--- config.mk ---
export PLATFORM = sky130hd
export DESIGN_NAME = cl_ddr_stat_arb
export DESIGN_NICKNAME = d
export VERILOG_FILES = /design/src/rtl/cl_ddr_stat_arb.sv
export SDC_FILE = /design/constraint.sdc
export NUM_CORES = 1
export LEC_CHECK = 0
export CAP_MARGIN = 0
export CORE_MARGIN = 3
export CORE_UTILIZATION = 47
export CTS_CLUSTER_SIZE = 30
export DETAILED_ROUTE_END_ITERATION = 12
export PLACE_DENSITY = 0.86
export SYNTH_ARGS = -nofsm -noshare
export SYNTH_HDL_FRONTEND = slang
export SYNTH_SLANG_ARGS = --single-unit
--- constraint.sdc ---
create_clock -name clk -period 5.7 [get_ports clk]
set_input_delay 1.14 -clock clk [delete_from_list [all_inputs] [get_ports clk]]
set_output_delay 1.14 -clock clk [all_outputs]
set_load 0.05 [all_outputs]
--- src/rtl/cl_ddr_stat_arb.sv ---
// Round-robin arbiter sharing one sh_ddr stat register port between NUM_REQ requesters.
// One transaction in flight at a time; a missing ack is closed out by a timeout error response.
module cl_ddr_stat_arb #(
    parameter int unsigned NUM_REQ     = 4,
    parameter int unsigned ADDR_W      = 8,
    parameter int unsigned TIMEOUT_CYC = 1024
) (
    input  logic                      clk,
    input  logic                      rst_main_n,
    input  logic [NUM_REQ-1:0]        req_valid,
    input  logic [NUM_REQ-1:0]        req_wr,
    input  logic [NUM_REQ*ADDR_W-1:0] req_addr,
    input  logic [NUM_REQ*32-1:0]     req_wdata,
    output logic [NUM_REQ-1:0]        req_ready,
    output logic [NUM_REQ-1:0]        rsp_valid,
    output logic [31:0]               rsp_rdata,
    output logic                      rsp_err,
    output logic [ADDR_W-1:0]         stat_addr,
    output logic                      stat_wr,
    output logic                      stat_rd,
    output logic [31:0]               stat_wdata,
    input  logic                      stat_ack,
    input  logic [31:0]               stat_rdata,
    input  logic [7:0]                stat_int,
    output logic [7:0]                int_out
);

    localparam int unsigned IdxW = (NUM_REQ > 1) ? $clog2(NUM_REQ) : 1;
    localparam int unsigned CntW = $clog2(TIMEOUT_CYC);

    localparam logic [1:0] StIdle  = 2'd0;
    localparam logic [1:0] StIssue = 2'd1;
    localparam logic [1:0] StWait  = 2'd2;
    localparam logic [1:0] StResp  = 2'd3;

    localparam logic [31:0] TimeoutData = 32'hDEAD_DEAD;

    logic [1:0]         state_q, state_d;
    logic [IdxW-1:0]    rr_ptr_q, rr_ptr_d;
    logic [CntW-1:0]    cnt_q, cnt_d;
    logic               cmd_wr_q, cmd_wr_d;
    logic [ADDR_W-1:0]  stat_addr_q, stat_addr_d;
    logic [31:0]        stat_wdata_q, stat_wdata_d;
    logic               stat_wr_q, stat_wr_d;
    logic               stat_rd_q, stat_rd_d;
    logic [NUM_REQ-1:0] rsp_valid_q, rsp_valid_d;
    logic [31:0]        rsp_rdata_q, rsp_rdata_d;
    logic               rsp_err_q, rsp_err_d;
    logic [7:0]         int_q, int_d;

    logic               gnt_found;
    logic [IdxW-1:0]    gnt_idx;
    logic [IdxW-1:0]    cand;
    logic [NUM_REQ-1:0] gnt_oh;
    logic [NUM_REQ-1:0] rsp_oh;

    // Scan starts one past the last winner so every holder is served within NUM_REQ grants.
    always_comb begin
        gnt_found = 1'b0;
        gnt_idx   = rr_ptr_q;
        cand      = '0;
        for (int unsigned off = 1; off <= NUM_REQ; off++) begin
            cand = IdxW'((32'(rr_ptr_q) + off) % NUM_REQ);
            if (!gnt_found && req_valid[cand]) begin
                gnt_found = 1'b1;
                gnt_idx   = cand;
            end
        end
    end

    always_comb begin
        gnt_oh          = '0;
        gnt_oh[gnt_idx] = 1'b1;
        rsp_oh           = '0;
        rsp_oh[rr_ptr_q] = 1'b1;
    end

    // Reset also masks the combinational accept so nothing is granted while held in reset.
    assign req_ready = (rst_main_n && state_q == StIdle && gnt_found) ? gnt_oh : '0;

    always_comb begin
        state_d      = state_q;
        rr_ptr_d     = rr_ptr_q;
        cnt_d        = cnt_q;
        cmd_wr_d     = cmd_wr_q;
        stat_addr_d  = stat_addr_q;
        stat_wdata_d = stat_wdata_q;
        stat_wr_d    = 1'b0;
        stat_rd_d    = 1'b0;
        rsp_valid_d  = '0;
        rsp_rdata_d  = rsp_rdata_q;
        rsp_err_d    = rsp_err_q;
        unique case (state_q)
            StIdle: begin
                if (gnt_found) begin
                    rr_ptr_d     = gnt_idx;
                    cmd_wr_d     = req_wr[gnt_idx];
                    stat_addr_d  = req_addr[gnt_idx*ADDR_W +: ADDR_W];
                    stat_wdata_d = req_wdata[gnt_idx*32 +: 32];
                    stat_wr_d    = req_wr[gnt_idx];
                    stat_rd_d    = !req_wr[gnt_idx];
                    state_d      = StIssue;
                end
            end
            StIssue: begin
                cnt_d = '0;
                if (stat_ack) begin
                    rsp_valid_d = rsp_oh;
                    rsp_rdata_d = cmd_wr_q ? 32'h0 : stat_rdata;
                    rsp_err_d   = 1'b0;
                    state_d     = StResp;
                end else begin
                    state_d = StWait;
                end
            end
            StWait: begin
                if (stat_ack) begin
                    rsp_valid_d = rsp_oh;
                    rsp_rdata_d = cmd_wr_q ? 32'h0 : stat_rdata;
                    rsp_err_d   = 1'b0;
                    state_d     = StResp;
                end else if (cnt_q == CntW'(TIMEOUT_CYC - 1)) begin
                    rsp_valid_d = rsp_oh;
                    rsp_rdata_d = TimeoutData;
                    rsp_err_d   = 1'b1;
                    state_d     = StResp;
                end else begin
                    cnt_d = cnt_q + CntW'(1);
                end
            end
            StResp: begin
                state_d = StIdle;
            end
            default: begin
                state_d = StIdle;
            end
        endcase
    end

    assign int_d = stat_int;

    always_ff @(posedge clk or negedge rst_main_n) begin
        if (!rst_main_n) begin
            state_q      <= StIdle;
            rr_ptr_q     <= IdxW'(NUM_REQ - 1);
            cnt_q        <= '0;
            cmd_wr_q     <= 1'b0;
            stat_addr_q  <= '0;
            stat_wdata_q <= '0;
            stat_wr_q    <= 1'b0;
            stat_rd_q    <= 1'b0;
            rsp_valid_q  <= '0;
            rsp_rdata_q  <= '0;
            rsp_err_q    <= 1'b0;
            int_q        <= '0;
        end else begin
            state_q      <= state_d;
            rr_ptr_q     <= rr_ptr_d;
            cnt_q        <= cnt_d;
            cmd_wr_q     <= cmd_wr_d;
            stat_addr_q  <= stat_addr_d;
            stat_wdata_q <= stat_wdata_d;
            stat_wr_q    <= stat_wr_d;
            stat_rd_q    <= stat_rd_d;
            rsp_valid_q  <= rsp_valid_d;
            rsp_rdata_q  <= rsp_rdata_d;
            rsp_err_q    <= rsp_err_d;
            int_q        <= int_d;
        end
    end

    assign stat_addr  = stat_addr_q;
    assign stat_wdata = stat_wdata_q;
    assign stat_wr    = stat_wr_q;
    assign stat_rd    = stat_rd_q;
    assign rsp_valid  = rsp_valid_q;
    assign rsp_rdata  = rsp_rdata_q;
    assign rsp_err    = rsp_err_q;
    assign int_out    = int_q;

endmodule
* After elaboration in Yosys (flattened, before gate mapping) *
Index checks and enable logic that the tools add are counted.
Widths: inputs -> output; s select.

storage, ports and cells
  word-level logic and storage cells = 101
  register bits after elaboration = 102
  output and inout port bits = 91
  bits of input ports = 211

cells by class
  equality and inequality tests = 9
  reductions and logical operators = 17
  shifts and indexed selects = 2
  order comparisons = 8
  mux-type cells = 48
  $add $sub $neg = 5

operator list
  cell                   number
  $mux 32                4
  $shiftx 128x8->32      1
  $pmux 32 s2            1
  $shiftx 32x6->8        1
  $mux 10                2
  $pmux 10 s2            1
  $mux 1                 19
  $lt 2x3->1 const B     6
  $mux 4                 4
  $mux 2                 7
  $add 10x1->10 const B  1
  $bmux 1 s2             5
  $eq 10x10->1 const B   1
  $ne 2x2->1 const B     4
  $pmux 2 s4             1
  $pmux 4 s2             1
  $logic_and 1x1->1      7
  $reduce_and 3->1       2
  $add 2x1->2 const B    2
  $add 2x2->2 const B    2
  $demux 1 s2            2
  $eq 2x2->1 const B     2
  $ge 2x1->1 const B     2
  $logic_not 1->1        4
  other kinds (6)        7

* Depth between registers and ports, before layout *
Gate-level depths: netlist of the first run.

  depth after elaboration = 18
  gate-level depth with buffers = 14
  gate-level depth less buffers = 8

* Worst setup path after synthesis of the first run *
No wires, ideal clock.

  path kind = register to output
  start = register rr_ptr_q[0]
  end = output port req_ready[2]
  arrival time = 4080 ps
  slack = 480 ps
  cell stages (with the launch flop) = 12
  buffers on the path = 5
  path through = dfstp_2 -> buf_2 -> inv_1 -> clkbuf_1 -> clkbuf_1 -> ha_1 -> mux4_2 -> or2_1 -> o32a_1 -> buf_4 -> buf_6 -> nor3_1

between the ends
  longest elaborated chain between the ends = 18
  elaborated cells between the ends (all ways) = 33

RTL lines
  item                                                            RTL line  text
  start: declaration                                              39        logic [IdxW-1:0] rr_ptr_q, rr_ptr_d;
  start signal: assignment                                        145       rr_ptr_q <= IdxW'(NUM_REQ - 1);
  start signal: assignment                                        158       rr_ptr_q <= rr_ptr_d;
  $add 2x1->2                                                     63        cand = IdxW'((32'(rr_ptr_q) + off) % NUM_REQ);
  $bmux 1 s2                                                      64        if (!gnt_found && req_valid[cand]) begin
  $mux 1 (implied by the code)                                    64
  $mux 1                                                          64
  $logic_not 1->1                                                 64
  $logic_and 1x1->1                                               64
  $mux 1                                                          64
  $logic_not 1->1                                                 64
  [... 2 more ...]                                                n/a
  $logic_not 1->1                                                 64
  $logic_and 1x1->1                                               64
  $mux 2                                                          64
  $lt 2x3->1 (implied by the code) or $ge 2x1->1 (tied branches)  73        gnt_oh[gnt_idx] = 1'b1;
  $logic_and 1x1->1 (implied by the code)                         73
  $mux 1 (implied by the code)                                    73
  $demux 1 s2                                                     73
  $mux 4 *                                                        79        assign req_ready = (rst_main_n && state_q == StIdle && gnt_found) ? gnt_oh : '0;
  end: declaration                                                14        output logic [NUM_REQ-1:0] req_ready,

Every way passes the cells marked *; elsewhere a longest branch is shown, timed or not. The select of a mux whose other input is x is not followed.

* Worst setup path in the final report of the first run *
  start = input port req_valid[2]
  end = output port req_ready[3]

between the ends
  longest elaborated chain between the ends = 17
  elaborated cells between the ends (all ways) = 29

RTL lines
  item                                                            RTL line  text
  start: declaration                                              10        input logic [NUM_REQ-1:0] req_valid,
  $bmux 1 s2                                                      64
  $mux 1 (implied by the code)                                    64
  $mux 1                                                          64
  $logic_not 1->1                                                 64
  $logic_and 1x1->1                                               64
  $mux 1                                                          64
  $logic_not 1->1                                                 64
  $logic_and 1x1->1                                               64
  $mux 1                                                          64
  $logic_not 1->1                                                 64
  $logic_and 1x1->1                                               64
  $mux 2                                                          64
  $lt 2x3->1 (implied by the code) or $ge 2x1->1 (tied branches)  73
  $logic_and 1x1->1 (implied by the code)                         73
  $mux 1 (implied by the code)                                    73
  $demux 1 s2                                                     73
  $mux 4 *                                                        79

Marks and branches as above.

==> results of run 1 <==
==> state kept, by name, indices dropped and copies added, names as in the netlist, 2 cells and up <==
| name | flops |
|---|---|
| stat_addr | 8 |
| int_out | 8 |
| cnt_q | 10 |
| state_q | 2 |
| stat_wdata | 32 |
| rsp_rdata | 32 |
| rsp_valid | 4 |
| rr_ptr_q | 2 |
==> worst max-delay path, delay by kind of cell <==
| kind | cells | cell delay, ns |
|---|---|---|
| AO/OA/AOI/OAI | 1 | 0.41 |
| buffers and inverters | 2 | 0.68 |
| multiplexers | 1 | 0.61 |
| AND/OR/NAND/NOR | 2 | 0.67 |
==> metrics by stage <==
stage	hold WS, ns	utilization, %	power [W]
3_3_place_gp	0.456	69.1	0.00591
2_1_floorplan	0.444	-	0.00473
6_report	0.473	71.4	0.00669
5_1_grt	0.502	71.4	0.00721
4_1_cts	0.481	71.4	0.00671
3_5_place_dp	0.463	69.1	0.00601
==> final cells by class <==
| class | instances | area [um2] |
|---|---|---|
| timing repair buffer | 313 | 3140 |
| antenna | 3 | 7.51 |
| clock buffer | 9 | 225 |
| fill | 1221 | 4220 |
| multi-input combinational | 856 | 4240 |
| tap | 184 | 230 |
| inverter | 8 | 32.5 |
| sequential | 102 | 2560 |
| clock inverter | 7 | 101 |
==> power by group <==
group / total [W] / internal [W] / switching [W]
registers: 0.00121 / 0.00102 / 0.000192
logic: 0.00480 / 0.00162 / 0.00318
clock network: 0.000682 / 0.000391 / 0.000291
==> worst paths after layout <==
kind                               from  depth (start not counted)  slack, ns           end
max                        req_valid[2]                          6       1.05  req_ready[3]
min                        stat_addr[3]                          2       0.47  stat_addr[3]
max reg2reg                 rr_ptr_q[1]                          8       2.32       stat_rd
min reg2reg                stat_addr[3]                          2       0.47  stat_addr[3]
max in group asynchronous    rst_main_n                          2       3.66  rsp_rdata[5]
min in group asynchronous    rst_main_n                          1       0.71    int_out[7]
==> cells in the final DEF, fill, tap and decap left out, types with 12 or more instances in the layout <==
cell type,count
nor2_1,12
nor3_1,86
nand2_1,412
dfrtp_1,100
nand3b_1,33
clkdlybuf4s50_1,296
buf_4,13
o31ai_1,40
a21oi_1,173
o21ai_0,40
==> cells by family (layout without fill, tap and decap cells) <==
| group | Yosys count | after routing | share of synthesized area, % |
|---|---|---|---|
| adders and majority gates | 8 | 8 | 1.39 |
| AOI/OAI and AO/OA | 264 | 264 | 20.6 |
| other | 0 | 3 | 0 |
| DFF | 102 | 102 | 35.5 |
| and+or+nand+nor | 566 | 566 | 33.6 |
| muxes | 11 | 11 | 2.26 |
| xor gates and xnor gates | 7 | 7 | 0.853 |
| buffers and inverters | 95 | 337 | 5.78 |
==> routing by layer <==
metal,GRT usage [%],vias up,routed length [um]
met4,13.2,2,850
met3,6.60,77,2020
met5,0,-,13
met2,46.9,412,11900
met1,34.8,3928,9550
li1,-,4063,-
==> metrics.csv, run 1 <==
metric,value,unit
grt_pass1_wl,38600,um
syn-cell-area,7190,um2
antenna_left,0,
path_class,in2out,
ys.flop_type,dfrtp_1,
start_util,48.7,%
yosys_register_bits,102,
place_ws,1.07,ns
ys_seq_area_share,35.5,%
die_h,130,um
crit_slowest_cell,mux4_2,
fin_setup_tns,0,ns
drv_cap,0,
place_congestion,0.819,
synth_cells,1053,
min_period,4.65,ns
ys_warn_count,0,
yosysMostFrequentCell,nand2_1,
critical-path-max-stage-delay,0.61,ns
num_rows,44,
fmax,0.215,GHz
hold_violations,0,
finalSetupViolations,0,
cts.hold.buffers_added,0,
via_count,8482,
p_leak,4.47,nW
run_status,completed,
fin_cells,1482,
wl,24300,um
dieArea,16800,um2
crit_arrival,3.51,ns
tightest_slew,1.20,ns
remaining_drc_errors,0,
post_synth_num_cell_types,38,
grt_overflow_total,0,
ir_worst_vdd,0.000393,V
async_reset_ff_share,100,%
ys_top_cells_by_count,"nand2_1 (413), a21oi_1 (173), dfrtp_1 (100), nor3_1 (86), clkbuf_1 (70)",
core,14800,um2
yosysTopAreaCell,dfrtp_1,
final_nets,1509,
synth_area_leaders,"dfrtp_1 (35%), nand2_1 (22%), a21oi_1 (12%)",
numCtsBuffers,9,
antenna_found_initial,4,
dpl_cell_area,10200,um2
powerDensity,635,nW/um2
clk_root_buffer_cell,clkbuf_16,
drive_gt1_share,3.86,%
clock_sinks,102,
post_drt_wl_per_cell,16.4,um
finalCritPeriodShare,81.6,%
die_w,130,um
critPathLaunchType,primary input,
area_growth,46.5,%
avgViaCountPerCell,5.72,
setup_ws,1.05,ns
firstDrtPassIters,6,
clk_pin_slew_worst_paths,0.07,ns
timing.slew.headroom,19.7,%
path_cells,clkdlybuf4s50_1 > mux4_2 > or2_1 > o32a_2 > nor3_1 > buf_12,
rsz0062_at_grt,false,
portBuffers,301,
hp-class,reg2reg,
dpl.hpwl,17100,um
dp.cells,1463,
cts_tree,done,
h-tree-depth,3,
end_kind,primary output,
worstPathMaxFanout,7,
fin_skew,0.0105,ns
crit_required,4.56,ns
synth_fp_nets,1272,
slew_viol_final,0,
synth_edf_count,0,
grt_usage,28.3,%
stdcell_area,10500,um2
grt_pass1_vias,7894,
grt_max_degree,117,
cts_resized,0,
clkLatencyLatePin,0.35,ns
synth_top_area_share,34.8,%
cts_buffer_depth,2,
cts_setup_buffers,0,
avgSynthCellArea,6.83,um2
first_iter_violations,591,
pin_count,302,
Power figures use the tool's default switching activity.
==> inputs of run 2 (changes only) <==
Settings changed: CORE_UTILIZATION 47 to 44, PLACE_DENSITY 0.86 to 0.81.
Clock period 5.7 ns to 4.3 ns, I/O delays scaled along.
==> metrics.csv, run 2 (synthesis gave the netlist of run 1 again) <==
metric,value,unit
run_status,completed,
place_congestion,0.833,
area_growth,48.0,%
clkLatencyLatePin,0.35,ns
dp.cells,1498,
worstPathMaxFanout,7,
grt_pass1_vias,7822,
num_rows,46,
drv_cap,0,
avgViaCountPerCell,5.44,
core,15900,um2
crit_required,3.44,ns
hp-class,reg2reg,
start_util,45.1,%
clk_root_buffer_cell,clkbuf_16,
cts_tree,done,
regToRegStartpoint,rr_ptr_q[0],
critical_path.startpoint,req_valid[3],
die_w,134,um
via_count,8240,
portBuffers,301,
first_iter_violations,478,
place_ws,0.288,ns
cts_resized,0,
antenna_left,0,
seq_area,2560,um2
die_h,134,um
finalCritPeriodShare,93.7,%
min_period,4.03,ns
drive_gt1_share,4.39,%
reg2reg_depth,8,
firstDrtPassIters,5,
end_kind,primary output,
multiInputGateArea,4280,um2
clock_sinks,102,
crit_arrival,3.17,ns
grt_pass1_wl,38900,um
worstHoldPathCells,1,
tightest_slew,1.22,ns
rsz0062_at_grt,false,
utilization,66.8,%
dieArea,17900,um2
holdPathEnd,cnt_q[8],
fin_skew,0.0100,ns
n_antenna_cell,0,
cts.hold.buffers_added,0,
grt_max_degree,103,
timing.slew.headroom,18.5,%
clk_pin_slew_worst_paths,0.07,ns
grt_overflow_total,0,
ir_worst_vdd,0.000696,V
remaining_drc_errors,0,
fin_cells,1514,
final_nets,1512,
final_common_cell,nand2_1,
hp-start,cnt_q[8],
fin_setup_tns,0,ns
critPathLaunchType,primary input,
p_leak,4.50,nW
whs,0.473,ns
path_class,in2out,
h-tree-depth,3,
powerDensity,842,nW/um2
cts_buffer_depth,2,
fmax,0.248,GHz
grt_usage,26.5,%
finalSetupViolations,0,
numCtsBuffers,9,
cts_setup_buffers,0,
post_drt_wl_per_cell,16.2,um
r2r_slack,0.91,ns
r2r-end,stat_rd,
hold_violations,0,
fillCellCount,1402,
wl,24500,um
final_cell_mix,"nand2_1 (412), clkdlybuf4s50_1 (296), a21oi_1 (173), dfrtp_1 (100), nor3_1 (82)",
pin_count,302,
slew_viol_final,0,
dpl.hpwl,17500,um
setup_ws,0.272,ns
antenna_found_initial,0,
run 2: through the flow:
stage | power, W | instance area (um2)
5_1_grt | 0.00971 | 10600
3_3_place_gp | 0.00803 | 10300
2_1_floorplan | 0.00634 | 7230
6_report | 0.00896 | 10600
3_5_place_dp | 0.00813 | 10300
4_1_cts | 0.00899 | 10600
run 2: cell type report:
class	instances	share of cell area, %
clock buffer	10	2.25
clock inverter	6	0.658
inverter	8	0.306
multi-input combinational	856	40.3
sequential	102	24.0
tap	216	2.54
timing repair buffer	316	30.0
run 2: where the power goes:
group / switching (W) / internal [W] / total (W) / leakage [nW]
Combinational: 0.00430 / 0.00222 / 0.00652 / 3.06
Clock: 0.000377 / 0.000472 / 0.000848 / 0.147
Sequential: 0.000249 / 0.00135 / 0.00159 / 1.29
Total: 0.00492 / 0.00404 / 0.00896 / 4.50
run 2: how the worst max path moves through the flow:
| stage | endpoint | slack [ns] |
|---|---|---|
| 6_report | req_ready[2] | 0.27 |
| 5_1_grt | req_ready[2] | 0.17 |
| 4_1_cts | req_ready[2] | 0.27 |
| 3_5_place_dp | req_ready[2] | 0.29 |
| 3_3_place_gp | req_ready[2] | 0.33 |
| 2_1_floorplan | req_ready[2] | -0.02 |
run 2: critical path: stages:
cell	delay [ns]
clkdlybuf4s50_1	0.50
mux4_2	0.60
or2_1	0.32
o32a_2	0.46
nor3_4	0.24
buf_12	0.17
run 2: metal layers:
| layer | track usage [%] | wire [um] | vias up |
|---|---|---|---|
| met5 | 0 | 0 | - |
| li1 | - | - | 4051 |
| met3 | 7.73 | 2280 | 50 |
| met1 | 33.0 | 9680 | 3768 |
| met4 | 10.3 | 803 | 0 |
| met2 | 43.7 | 11700 | 371 |
